`src/rtl/ysyx_201979054_mem_req_arbiter.sv`:
```
// Arbiter and sequencer for the single AXI master port shared by NUM_CH requesters.
// A winner is chosen in IDLE (round-robin or fixed priority). Its grant is held for the
// whole read burst or write. Read beats are counted, and the granted channel gets exactly
// one done or error pulse per transaction.
//
// state   | meaning
// --------+----------------------------------------------------------------
// S_IDLE  | no transaction; arbitrate when any request is present
// S_ISSUE | grant asserted, one-cycle start pulse, counters cleared
// S_READ  | counting read beats until last beat or timeout
// S_WRITE | waiting for the write response or timeout
// S_DONE  | one-cycle done pulse to the granted channel
// S_ERR   | one-cycle error pulse (timeout or beat-count mismatch)
module ysyx_201979054_mem_req_arbiter #(
    parameter int NUM_CH      = 4,
    parameter int BURST_LEN   = 16,
    parameter int PRIO_MODE   = 0,
    parameter int TIMEOUT_CYC = 1024
) (
    input  logic                             clk,
    input  logic                             arst,
    input  logic [NUM_CH-1:0]                i_req,
    input  logic [NUM_CH-1:0]                i_req_write,
    input  logic                             i_r_valid,
    input  logic                             i_r_last,
    input  logic                             i_b_resp,
    output logic [NUM_CH-1:0]                o_grant,
    output logic                             o_start_read,
    output logic                             o_start_write,
    output logic [NUM_CH-1:0]                o_done,
    output logic [NUM_CH-1:0]                o_error,
    output logic [$clog2(BURST_LEN+1)-1:0]   o_beat_cnt,
    output logic                             o_busy
);

    localparam int IW = $clog2(NUM_CH);
    localparam int CW = $clog2(BURST_LEN + 1);
    // The timeout counter only needs to reach TIMEOUT_CYC-1.
    localparam int TW = (TIMEOUT_CYC > 1) ? $clog2(TIMEOUT_CYC) : 1;

    localparam logic [TW-1:0] TMO_LAST  = TW'((TIMEOUT_CYC > 0) ? TIMEOUT_CYC - 1 : 0);
    localparam logic [CW-1:0] BURST_MAX = CW'(BURST_LEN);
    localparam logic [CW:0]   BURST_EXT = (CW+1)'(BURST_LEN);
    localparam logic [IW-1:0] LAST_CH   = IW'(NUM_CH - 1);

    typedef enum logic [2:0] {
        S_IDLE  = 3'd0,
        S_ISSUE = 3'd1,
        S_READ  = 3'd2,
        S_WRITE = 3'd3,
        S_DONE  = 3'd4,
        S_ERR   = 3'd5
    } state_t;

    state_t            state_q, state_d;
    logic [IW-1:0]     win_q, win_d;
    logic              wr_q, wr_d;
    logic [IW-1:0]     ptr_q, ptr_d;
    logic [CW-1:0]     beat_q, beat_d;
    logic [TW-1:0]     tmo_q, tmo_d;
    logic [NUM_CH-1:0] grant_q, grant_d;

    logic              pick_found;
    logic [IW-1:0]     pick_idx;
    logic [CW-1:0]     beat_inc;
    logic [CW:0]       beat_nxt;
    logic              last_ok;
    logic              tmo_hit;

    // Winner selection: in round-robin, search from the pointer upward first, then wrap to 0.
    // Fixed priority just takes the lowest requesting index in the first pass.
    always_comb begin
        pick_found = 1'b0;
        pick_idx   = '0;
        for (int i = 0; i < NUM_CH; i++) begin
            if (!pick_found && i_req[i] && (PRIO_MODE != 0 || IW'(i) >= ptr_q)) begin
                pick_found = 1'b1;
                pick_idx   = IW'(i);
            end
        end
        for (int i = 0; i < NUM_CH; i++) begin
            if (!pick_found && i_req[i]) begin
                pick_found = 1'b1;
                pick_idx   = IW'(i);
            end
        end
    end

    // Next-state logic for the sequencer, beat counter, timeout counter and pointer.
    always_comb begin
        state_d  = state_q;
        win_d    = win_q;
        wr_d     = wr_q;
        ptr_d    = ptr_q;
        beat_d   = beat_q;
        tmo_d    = tmo_q;
        grant_d  = grant_q;
        beat_inc = (beat_q == BURST_MAX) ? beat_q : beat_q + CW'(1);
        // Unsaturated count+1 so a burst that overran BURST_LEN never looks complete.
        beat_nxt = {1'b0, beat_q} + (CW+1)'(1);
        last_ok  = (beat_nxt == BURST_EXT);
        tmo_hit  = (TIMEOUT_CYC > 0) && (tmo_q == TMO_LAST);

        case (state_q)
            S_IDLE: begin
                if (|i_req) begin
                    win_d   = pick_idx;
                    wr_d    = i_req_write[pick_idx];
                    grant_d = {{(NUM_CH-1){1'b0}}, 1'b1} << pick_idx;
                    state_d = S_ISSUE;
                end
            end
            S_ISSUE: begin
                beat_d  = '0;
                tmo_d   = '0;
                state_d = wr_q ? S_WRITE : S_READ;
            end
            S_READ: begin
                if (i_r_valid) begin
                    beat_d = beat_inc;
                end
                if (i_r_valid && i_r_last) begin
                    state_d = last_ok ? S_DONE : S_ERR;
                end else if (tmo_hit) begin
                    state_d = S_ERR;
                end else begin
                    tmo_d = tmo_q + TW'(1);
                end
            end
            S_WRITE: begin
                if (i_b_resp) begin
                    state_d = S_DONE;
                end else if (tmo_hit) begin
                    state_d = S_ERR;
                end else begin
                    tmo_d = tmo_q + TW'(1);
                end
            end
            S_DONE, S_ERR: begin
                state_d = S_IDLE;
                grant_d = '0;
                ptr_d   = (win_q == LAST_CH) ? '0 : win_q + IW'(1);
            end
            default: begin
                state_d = S_IDLE;
                grant_d = '0;
            end
        endcase
    end

    // State and datapath registers with synchronous active-high reset.
    always_ff @(posedge clk) begin
        if (arst) begin
            state_q <= S_IDLE;
            win_q   <= '0;
            wr_q    <= 1'b0;
            ptr_q   <= '0;
            beat_q  <= '0;
            tmo_q   <= '0;
            grant_q <= '0;
        end else begin
            state_q <= state_d;
            win_q   <= win_d;
            wr_q    <= wr_d;
            ptr_q   <= ptr_d;
            beat_q  <= beat_d;
            tmo_q   <= tmo_d;
            grant_q <= grant_d;
        end
    end

    assign o_grant       = grant_q;
    assign o_start_read  = (state_q == S_ISSUE) && !wr_q;
    assign o_start_write = (state_q == S_ISSUE) && wr_q;
    assign o_done        = (state_q == S_DONE) ? grant_q : '0;
    assign o_error       = (state_q == S_ERR) ? grant_q : '0;
    assign o_beat_cnt    = beat_q;
    assign o_busy        = (state_q != S_IDLE);

endmodule

```
`config.mk`:
```
export PLATFORM = sky130hd
export DESIGN_NAME = ysyx_201979054_mem_req_arbiter
export DESIGN_NICKNAME = d
export VERILOG_FILES = /design/src/rtl/ysyx_201979054_mem_req_arbiter.sv
export SDC_FILE = /design/constraint.sdc
export NUM_CORES = 1
export LEC_CHECK = 0
export ABC_AREA = 1
export ABC_CLOCK_PERIOD_IN_PS = 2300
export BUFFER_PORTS_ARGS = -buffer_cell sky130_fd_sc_hd__clkbuf_2
export CELL_PAD_IN_SITES_DETAIL_PLACEMENT = 0
export CELL_PAD_IN_SITES_GLOBAL_PLACEMENT = 1
export CORE_AREA = 2 2 67 69
export DETAILED_ROUTE_END_ITERATION = 12
export DIE_AREA = 0 0 69 71
export PLACE_DENSITY_LB_ADDON = 0.1
export SKIP_LAST_GASP = 1
export SYNTH_ARGS = -nofsm -noshare
export SYNTH_HDL_FRONTEND = slang
export SYNTH_SLANG_ARGS = --single-unit
```
`constraint.sdc`:
```
create_clock -name clk -period 2.3 [get_ports clk]
set_input_delay 0.46 -clock clk [delete_from_list [all_inputs] [get_ports clk]]
set_output_delay 0.46 -clock clk [all_outputs]
set_load 0.005 [all_outputs]
```
# Word-level counts from Yosys, hierarchy flattened
# Index checks and enable logic that the tools add are counted.
[op_classes]
bitwise = 1
addsub = 4
n_lt_le_gt_ge = 5
reduce_logical = 33
mux = 35
n_eq_ne = 14
n_shift = 1
[op_table]
columns = ["op", "count"]
rows = [
  ["10-bit two-way mux", 3],
  ["10-bit one-hot mux with 3 select lines", 1],
  ["1-bit logical AND", 14],
  ["2-bit two-way mux", 7],
  ["3-bit two-way mux", 4],
  ["4-bit two-way mux", 3],
  ["3-bit one-hot mux with 4 select lines", 1],
  ["1-bit two-way mux", 11],
  ["10-bit by 1-bit adder with 10-bit output, second input constant", 1],
  ["10-bit == test, second input constant", 1],
  ["5-bit two-way mux", 2],
  ["2-bit != test, second input constant", 5],
  ["5-bit one-hot mux with 2 select lines", 1],
  ["1-bit logical NOT", 8],
  ["4-bit one-hot mux with 2 select lines", 1],
  ["5-bit by 1-bit adder with 6-bit output, second input constant", 1],
  ["3-bit by 2-bit == test with 1-bit output, second input constant", 2],
  ["3-bit == test, second input constant", 2],
  ["6-bit by 5-bit == test with 1-bit output, second input constant", 1],
  ["3-bit AND reduction", 2],
  ["3-bit nonzero test", 2],
  ["5-bit by 1-bit adder with 5-bit output, second input constant", 1],
  ["5-bit == test, second input constant", 1],
  ["1-bit by 2-bit >= comparator with 1-bit output, first input constant", 2],
  ["14 further kinds", 16],
]
[totals]
wordCells = 100
input_bits = 13
out_inout_bits = 20
register_bits = 27

# Longest topological paths before layout
# Gate-level depths: netlist of run 1.
[depth]
ltp_word = 30
ltp_mapped = 12
mapped_depth_nobuf = 12

# Worst setup path before layout of run 1
# OpenSTA, ideal clock, no wires.
[synth_path]
path_type = "register to register"
from = "register tmo_q[0]"
to = "register tmo_q[5]"
t_required_ps = 2185
stages_incl_launch_ff = 10
setup_time_ps = 115
synth_period_minus_slack_ps = 1451
n_path_buf = 1
slack_ps = 849
t_arrival_ps = 1336
path_cell_list = "dfxtp_1 > ha_1 > and3_2 > nand4_2 > nand3_4 > inv_4 > buf_8 > nand2_1 > nand2_1 > a21oi_2"
[synth_between]
elab_chain_len = 4
elab_cells_between_ends = 6
classes_between = "add/sub: 1; eq/ne: 1; mux: 4"
[synth_lines]
columns = ["item", "line", "source"]
rows = [
  ["from (decl)", "60", "logic [TW-1:0] tmo_q, tmo_d;"],
  ["from (signal assigned)", "167", "tmo_q <= tmo_d;"],
  ["10-bit by 1-bit adder with 10-bit output or 10-bit == test (tied branches)", "127, 136, 102", ""],
  ["10-bit two-way mux (*)", "124, 133", ""],
  ["10-bit two-way mux (on tied branches)", "131, 122", ""],
  ["10-bit one-hot mux with 3 select lines (*)", "104", "case (state_q)"],
]
# Mark *: on every way between the ends. The rest lies on a longest branch, timed or not. The select of a mux whose other input is x is not followed.
# A chain may end at the register's enable or synchronous reset.

# Worst setup path after layout of run 1
[layout_path]
from = "register state_q[2]"
to = "output port o_error[3]"
[layout_between]
elab_chain_len = 2
[layout_lines]
columns = ["item", "line", "source"]
rows = [
  ["from (decl)", "55", "state_t state_q, state_d;"],
  ["from (signal assigned)", "162", "state_q <= state_d;"],
  ["3-bit == test", "176", "assign o_error = (state_q == S_ERR) ? grant_q : '0;"],
  ["4-bit two-way mux", "176", ""],
  ["to (decl)", "31", "output logic [NUM_CH-1:0] o_error,"],
]
# Every way passes these cells.

==> flow_summary.yaml, run 1 <==
status:
  status: "complete, no violations"
die:
  ios: 33
  core_area_um2: 4200
  start_util_pct: 39.7
  die_h_um: 71
  fp.dieArea_um2: 4900
  dieWidth_um: 69
  row_count: 24
placed_design:
  portBuffers: 32
  place.gp.congestion: 0.802
  dpl.cell_count: 329
  dpl.hpwl_mm: 2.89
worst_setup_path:
  crit_path_end_kind: "output pin"
  cp_cell_sequence: "inv_1 > nor2_1 > nand2_1 > nor2_1 > clkbuf_2"
  slowest_stage: "dfxtp_1"
  r2r_cells: 9
  worstPathRequired_ps: 1840
  critPathKind: "register to output pin"
  cp.arrival_ps: 1510
  path_depth: 5
  cp_max_fo: 5
  path_common_cell: "nor2_1"
  r2r_slack_ps: 740
  r2r-end: "tmo_q[6]"
  cpPeakStageDelay_ps: 440
  crit_end: "o_error[3]"
  critical_path.startpoint_type: "register"
  timing.critical_path.from: "state_q[2]"
  worst-path-buf-inv: 2
  critPathTopFamily: "simple AND/OR/NAND/NOR gates"
  r2r_start: "tmo_q[0]"
logic_synthesis:
  synth-edff-count: 0
  synth_top_family_by_area: "simple AND/OR/NAND/NOR gates"
  synth_seq_area_share_pct: 32.4
  syn_area_um2: 1670
  synth_xor_area_share_pct: 2.62
  yosysWarnings: 0
  synth_seq_cells: 27
  ys_async_sr_fraction_pct: 0
  synthMuxAreaShare_pct: 0
  synth_simple_gate_area_share_pct: 36.5
  syn-mean-instance-area_um2: 6.73
  synthFlopType: "dfxtp_1"
  synth.net_count: 265
  netlist_instances: 248
  yosys.cell_types.count: 37
  synth_compound_area_share_pct: 15.9
  synthAdderAreaFrac_pct: 3.00
route:
  drtIter0Drc: 64
  dr.pass1.iters: 4
  drt-total-wl_mm: 3.64
  via_per_inst: 4.73
  remaining_drc_errors: 0
  ant_nets: 0
  routedWlPerCell_um: 10.9
  num_vias: 1576
cts:
  root_buffer: "clkbuf_8"
  clk_pin_slew_worst_paths_ps: 100
  clock-sinks: 27
  cts_hold_buf: 0
  cts_resized: 0
  cts_max_level: 1
  cts_tree: "built"
  cts_inserted_buffers: 3
  cts_buffer_depth: 2
  worstSkewPairLatency_ps: 270
  cts_setup_buffers: 0
pwr:
  report.power.total_w: 0.00150
  p_per_area_nw_per_um2: 783
  cellLeakagePower_nw: 0.851
  vdd_ir_drop_max_mv: 0.332
timing:
  max_freq_mhz: 506
  hold_viol_final: 0
  setup_violations: 0
  tightest_slew_ps: 375
  skew_ps: 6.72
  slew_viol_final: 0
  rsz0062_at_grt: "false"
  tns_ps: 0
  period_needed_ps: 1970
  slew_headroom_pct: 75.0
  period_share_pct: 85.9
global_routing:
  grt_pass1_vias: 1452
  track_usage_pct: 16.0
  grt_first_pass_wirelength_mm: 6.55
  grt_start_max_net_pins: 17
  grt_overflow: 0
  antenna_found_initial: 0
layout:
  n_antenna_cell: 0
  instances_no_fill: 333
  area_growth_pct: 14.8
  final_cell_mix: "nand2_1, nor2_1, inv_1, clkbuf_2, dfxtp_1"
  final_common_cell: "nand2_1"
  ff_latch_area_um2: 541
  fillCellCount: 478
  drive_gt1_share_pct: 20.6
  nets: 299
  multi_input_comb_area_um2: 968
worst_hold_path:
  hold_path.class: "register to register"
run:
  maxCapViolCount: 0
==> synthesized netlist by cell type, types with 2 or more instances <==
cell type | number | area share (%)
inv_1 | 32 | 7.2
clkbuf_1 | 2 | 0.45
ha_1 | 4 | 3.0
nand3_1 | 12 | 3.6
inv_2 | 3 | 0.67
xor2_1 | 4 | 2.1
nor3_1 | 3 | 0.90
o21ai_0 | 8 | 2.4
a21oi_1 | 21 | 6.3
nor2_1 | 39 | 8.8
nand3_2 | 4 | 2.4
nand2_2 | 2 | 0.75
dfxtp_1 | 27 | 32
a211oi_1 | 3 | 1.3
o211ai_1 | 3 | 1.3
nand2_1 | 60 | 13
==> worst min path at each step <==
stage | start | end | slack [ps] | cells after the start
floorplan | ptr_q[1] | ptr_q[1] | 460 | 2
global placement | o_grant[0] | o_grant[0] | 470 | 2
detailed placement | o_grant[3] | o_grant[3] | 470 | 2
CTS | o_grant[3] | o_grant[3] | 490 | 2
global route | o_grant[3] | o_grant[3] | 520 | 2
finish | o_grant[3] | o_grant[3] | 490 | 2
==> routing by layer <==
layer | global-route usage [%] | up-vias | part of all wire (%) | wire, µm
met5 | 0 | - | 0 | 0
met4 | 4.58 | 0 | 1.0 | 37
met3 | 2.14 | 4 | 2.2 | 79
met2 | 25.1 | 15 | 45 | 1620
met1 | 23.2 | 696 | 52 | 1900
li1 | - | 861 | - | -
==> kinds of logic after synthesis <==
kind of cell / after synthesis
flip-flops: 27
AO/OA/AOI/OAI: 42
buffers and inverters: 39
adder cells (fa/ha/maj): 4
XOR/XNOR: 5
AND/OR/NAND/NOR: 131
==> report_power, final <==
| group | total [W] | internal (W) | switching (W) | leakage [nW] |
|---|---|---|---|---|
| clock network | 0.000272 | 0.000124 | 0.000148 | 0.0228 |
| logic | 0.000614 | 0.000214 | 0.000400 | 0.608 |
| registers | 0.000615 | 0.000546 | 0.0000685 | 0.220 |
==> stage by stage <==
stage          setup WS, ps  area [µm²]  hold slack (ps)  utilization, %
6_report                325        1920              487            45.6
5_1_grt                 137        1920              515            45.6
4_1_cts                 303        1920              487            45.6
3_5_place_dp            620        1870              473            44.5
3_3_place_gp            613        1870              475            44.5
2_1_floorplan           849        1670              457               -
==> flip-flops by register name, summed over array words and instances (netlist names) <==
| signal | cells |
|---|---|
| win_q | 2 |
| state_q | 3 |
| wr_q | 1 |
| o_beat_cnt | 5 |
| ptr_q | 2 |
| o_grant | 4 |
| tmo_q | 10 |
==> worst reg2reg max path, cell delays in order (launching register included) <==
cell	delay, ps
dfxtp_1	360
ha_1	230
and3_2	250
nand4_2	110
nand3_4	140
inv_4	160
nand2_1	80
nand2_1	60
nand2_1	40
nor2_1	80
==> layout make-up <==
cell class,instances,share of cell area (%)
flip-flops and latches,27,28.2
well taps,52,3.39
repair buffers,32,8.36
clock buffers,4,2.35
multi-input cells,182,50.5
inverters,36,7.18
(Power assumes the default switching activity.)
==> inputs of run 2 (changes only) <==
- PLACE_DENSITY: not set -> 0.83
- PLACE_DENSITY_LB_ADDON: 0.1 -> not set
==> flow_summary.yaml, run 2 (synthesis gave the netlist of run 1 again) <==
status:
  status: "complete, no violations"
pwr:
  vdd_ir_drop_max_mv: 0.356
  swShare_pct: 41.8
  switching_power_w: 0.000638
  power_frac_clock_pct: 18.7
  internal_power_w: 0.000886
  p_per_area_nw_per_um2: 790
  cellLeakagePower_nw: 0.855
  p_seq_share_pct: 40.5
  power_frac_comb_pct: 40.8
die:
  row_count: 24
  ios: 33
  start_util_pct: 39.7
  fp.dieArea_um2: 4900
  dieWidth_um: 69
  core_area_um2: 4200
  die_h_um: 71
timing:
  period_share_pct: 83.6
  slew_headroom_pct: 75.8
  slew_viol_final: 0
  period_needed_ps: 1920
  rsz0062_at_grt: "false"
  tightest_slew_ps: 363
  max_freq_mhz: 520
  hold_viol_final: 0
  setup_violations: 0
  tns_ps: 0
  skew_ps: 3.87
cts:
  cts_max_level: 1
  cts_inserted_buffers: 3
  clk_pin_slew_worst_paths_ps: 100
  root_buffer: "clkbuf_8"
  cts_setup_buffers: 0
  cts_buffer_depth: 2
  clock-sinks: 27
  cts_hold_buf: 0
  worstSkewPairLatency_ps: 280
  cts_tree: "built"
  cts_resized: 0
run:
  maxCapViolCount: 0
placed_design:
  place_area_um2: 1880
  portBuffers: 32
  dpl.hpwl_mm: 2.96
  place.gp.congestion: 0.735
worst_setup_path:
  cpPeakStageDelay_ps: 450
  path_common_cell: "nor2_1"
  slowest_stage: "dfxtp_1"
  crit_path_end_kind: "output pin"
  cp.arrival_ps: 1460
  worst-path-buf-inv: 2
  worstPathRequired_ps: 1840
  critPathTopFamily: "simple AND/OR/NAND/NOR gates"
  critical_path.startpoint_type: "register"
  critPathKind: "register to output pin"
  cp_cell_sequence: "inv_1 > nor2_1 > nand2_1 > nor2_1 > clkbuf_2"
  cp_max_fo: 5
global_routing:
  grt_first_pass_wirelength_mm: 6.88
  grt_overflow: 0
  grt_start_max_net_pins: 17
  track_usage_pct: 17.1
  grt_pass1_vias: 1600
  antenna_found_initial: 0
route:
  dr.pass1.iters: 4
  routedWlPerCell_um: 11.3
  via_per_inst: 4.76
  ant_nets: 0
  num_vias: 1591
  drt-total-wl_mm: 3.79
  drtIter0Drc: 64
  remaining_drc_errors: 0
layout:
  drive_gt1_share_pct: 21.3
  regMostFlops: "tmo_q"
  final_cell_mix: "nand2_1, nor2_1, inv_1, clkbuf_2, dfxtp_1"
  largest_reg_flops: 10
  final_area_um2: 1930
  area_growth_pct: 15.5
  final_common_cell: "nand2_1"
  n_antenna_cell: 0
  nets: 300
worst_hold_path:
  hold_path.class: "input port to register"
## run 2: cell count changes in the layout (fill, tap and decap cells not counted)
| cell | before | now |
|---|---|---|
| clkbuf_1 | 1 | 0 |
| buf_4 | 0 | 1 |
| clkinvlp_4 | 0 | 1 |
## run 2: final cells by class
type / count / area [µm²]
inverters: 36 / 138
flip-flops and latches: 27 / 541
clock inverters: 1 / 7.51
fillers: 471 / 2280
multi-input cells: 182 / 968
well taps: 52 / 65.1
repair buffers: 33 / 168
clock buffers: 3 / 41.3
## run 2: final timing paths
check                           cells past startpoint           start          to  slack [ps]
worst min-delay path                                5  i_req_write[0]        wr_q         490
worst max-delay path                                5      state_q[2]  o_error[1]         380
worst min register to register                      2      o_grant[3]  o_grant[3]         490
worst max register to register                      9        tmo_q[0]    tmo_q[6]         720
## run 2: metal layers
| metal | vias up | global-route usage [%] | share of wire (%) |
|---|---|---|---|
| li1 | 857 | - | - |
| met2 | 30 | 31.3 | 47 |
| met3 | 4 | 1.99 | 3.2 |
| met5 | - | 0 | 0 |
| met1 | 700 | 20.3 | 48 |
| met4 | 0 | 6.75 | 1.5 |
## run 2: power by group through the flow
stage	clock, W	sequential [W]	combinational, W
2_1_floorplan	0	0.000617	0.000479
3_3_place_gp	0	0.000627	0.000626
3_5_place_dp	0	0.000630	0.000627
4_1_cts	0.000297	0.000619	0.000630
5_1_grt	0.000311	0.000632	0.000723
6_report	0.000285	0.000617	0.000622
## run 2: worst register-to-register path: stages (launching register included)
cell and delay, ps:
dfxtp_1 360, ha_1 230, and3_2 260, nand4_2 110, nand3_4 140, inv_4 160
nand2_1 90, nand2_1 60, nand2_1 40, nor2_1 70
## run 2: through the flow
step / setup WS (ps) / cells / hold slack, ps / total power [W] / util [%]
6_report: 378 / 334 / 486 / 0.00152 / 45.9
5_1_grt: 144 / 334 / 518 / 0.00167 / 45.9
4_1_cts: 349 / 334 / 480 / 0.00155 / 45.9
3_5_place_dp: 659 / 330 / 476 / 0.00126 / 44.7
3_3_place_gp: 687 / 330 / 475 / 0.00125 / 44.7
2_1_floorplan: 849 / 248 / 457 / 0.00110 / -
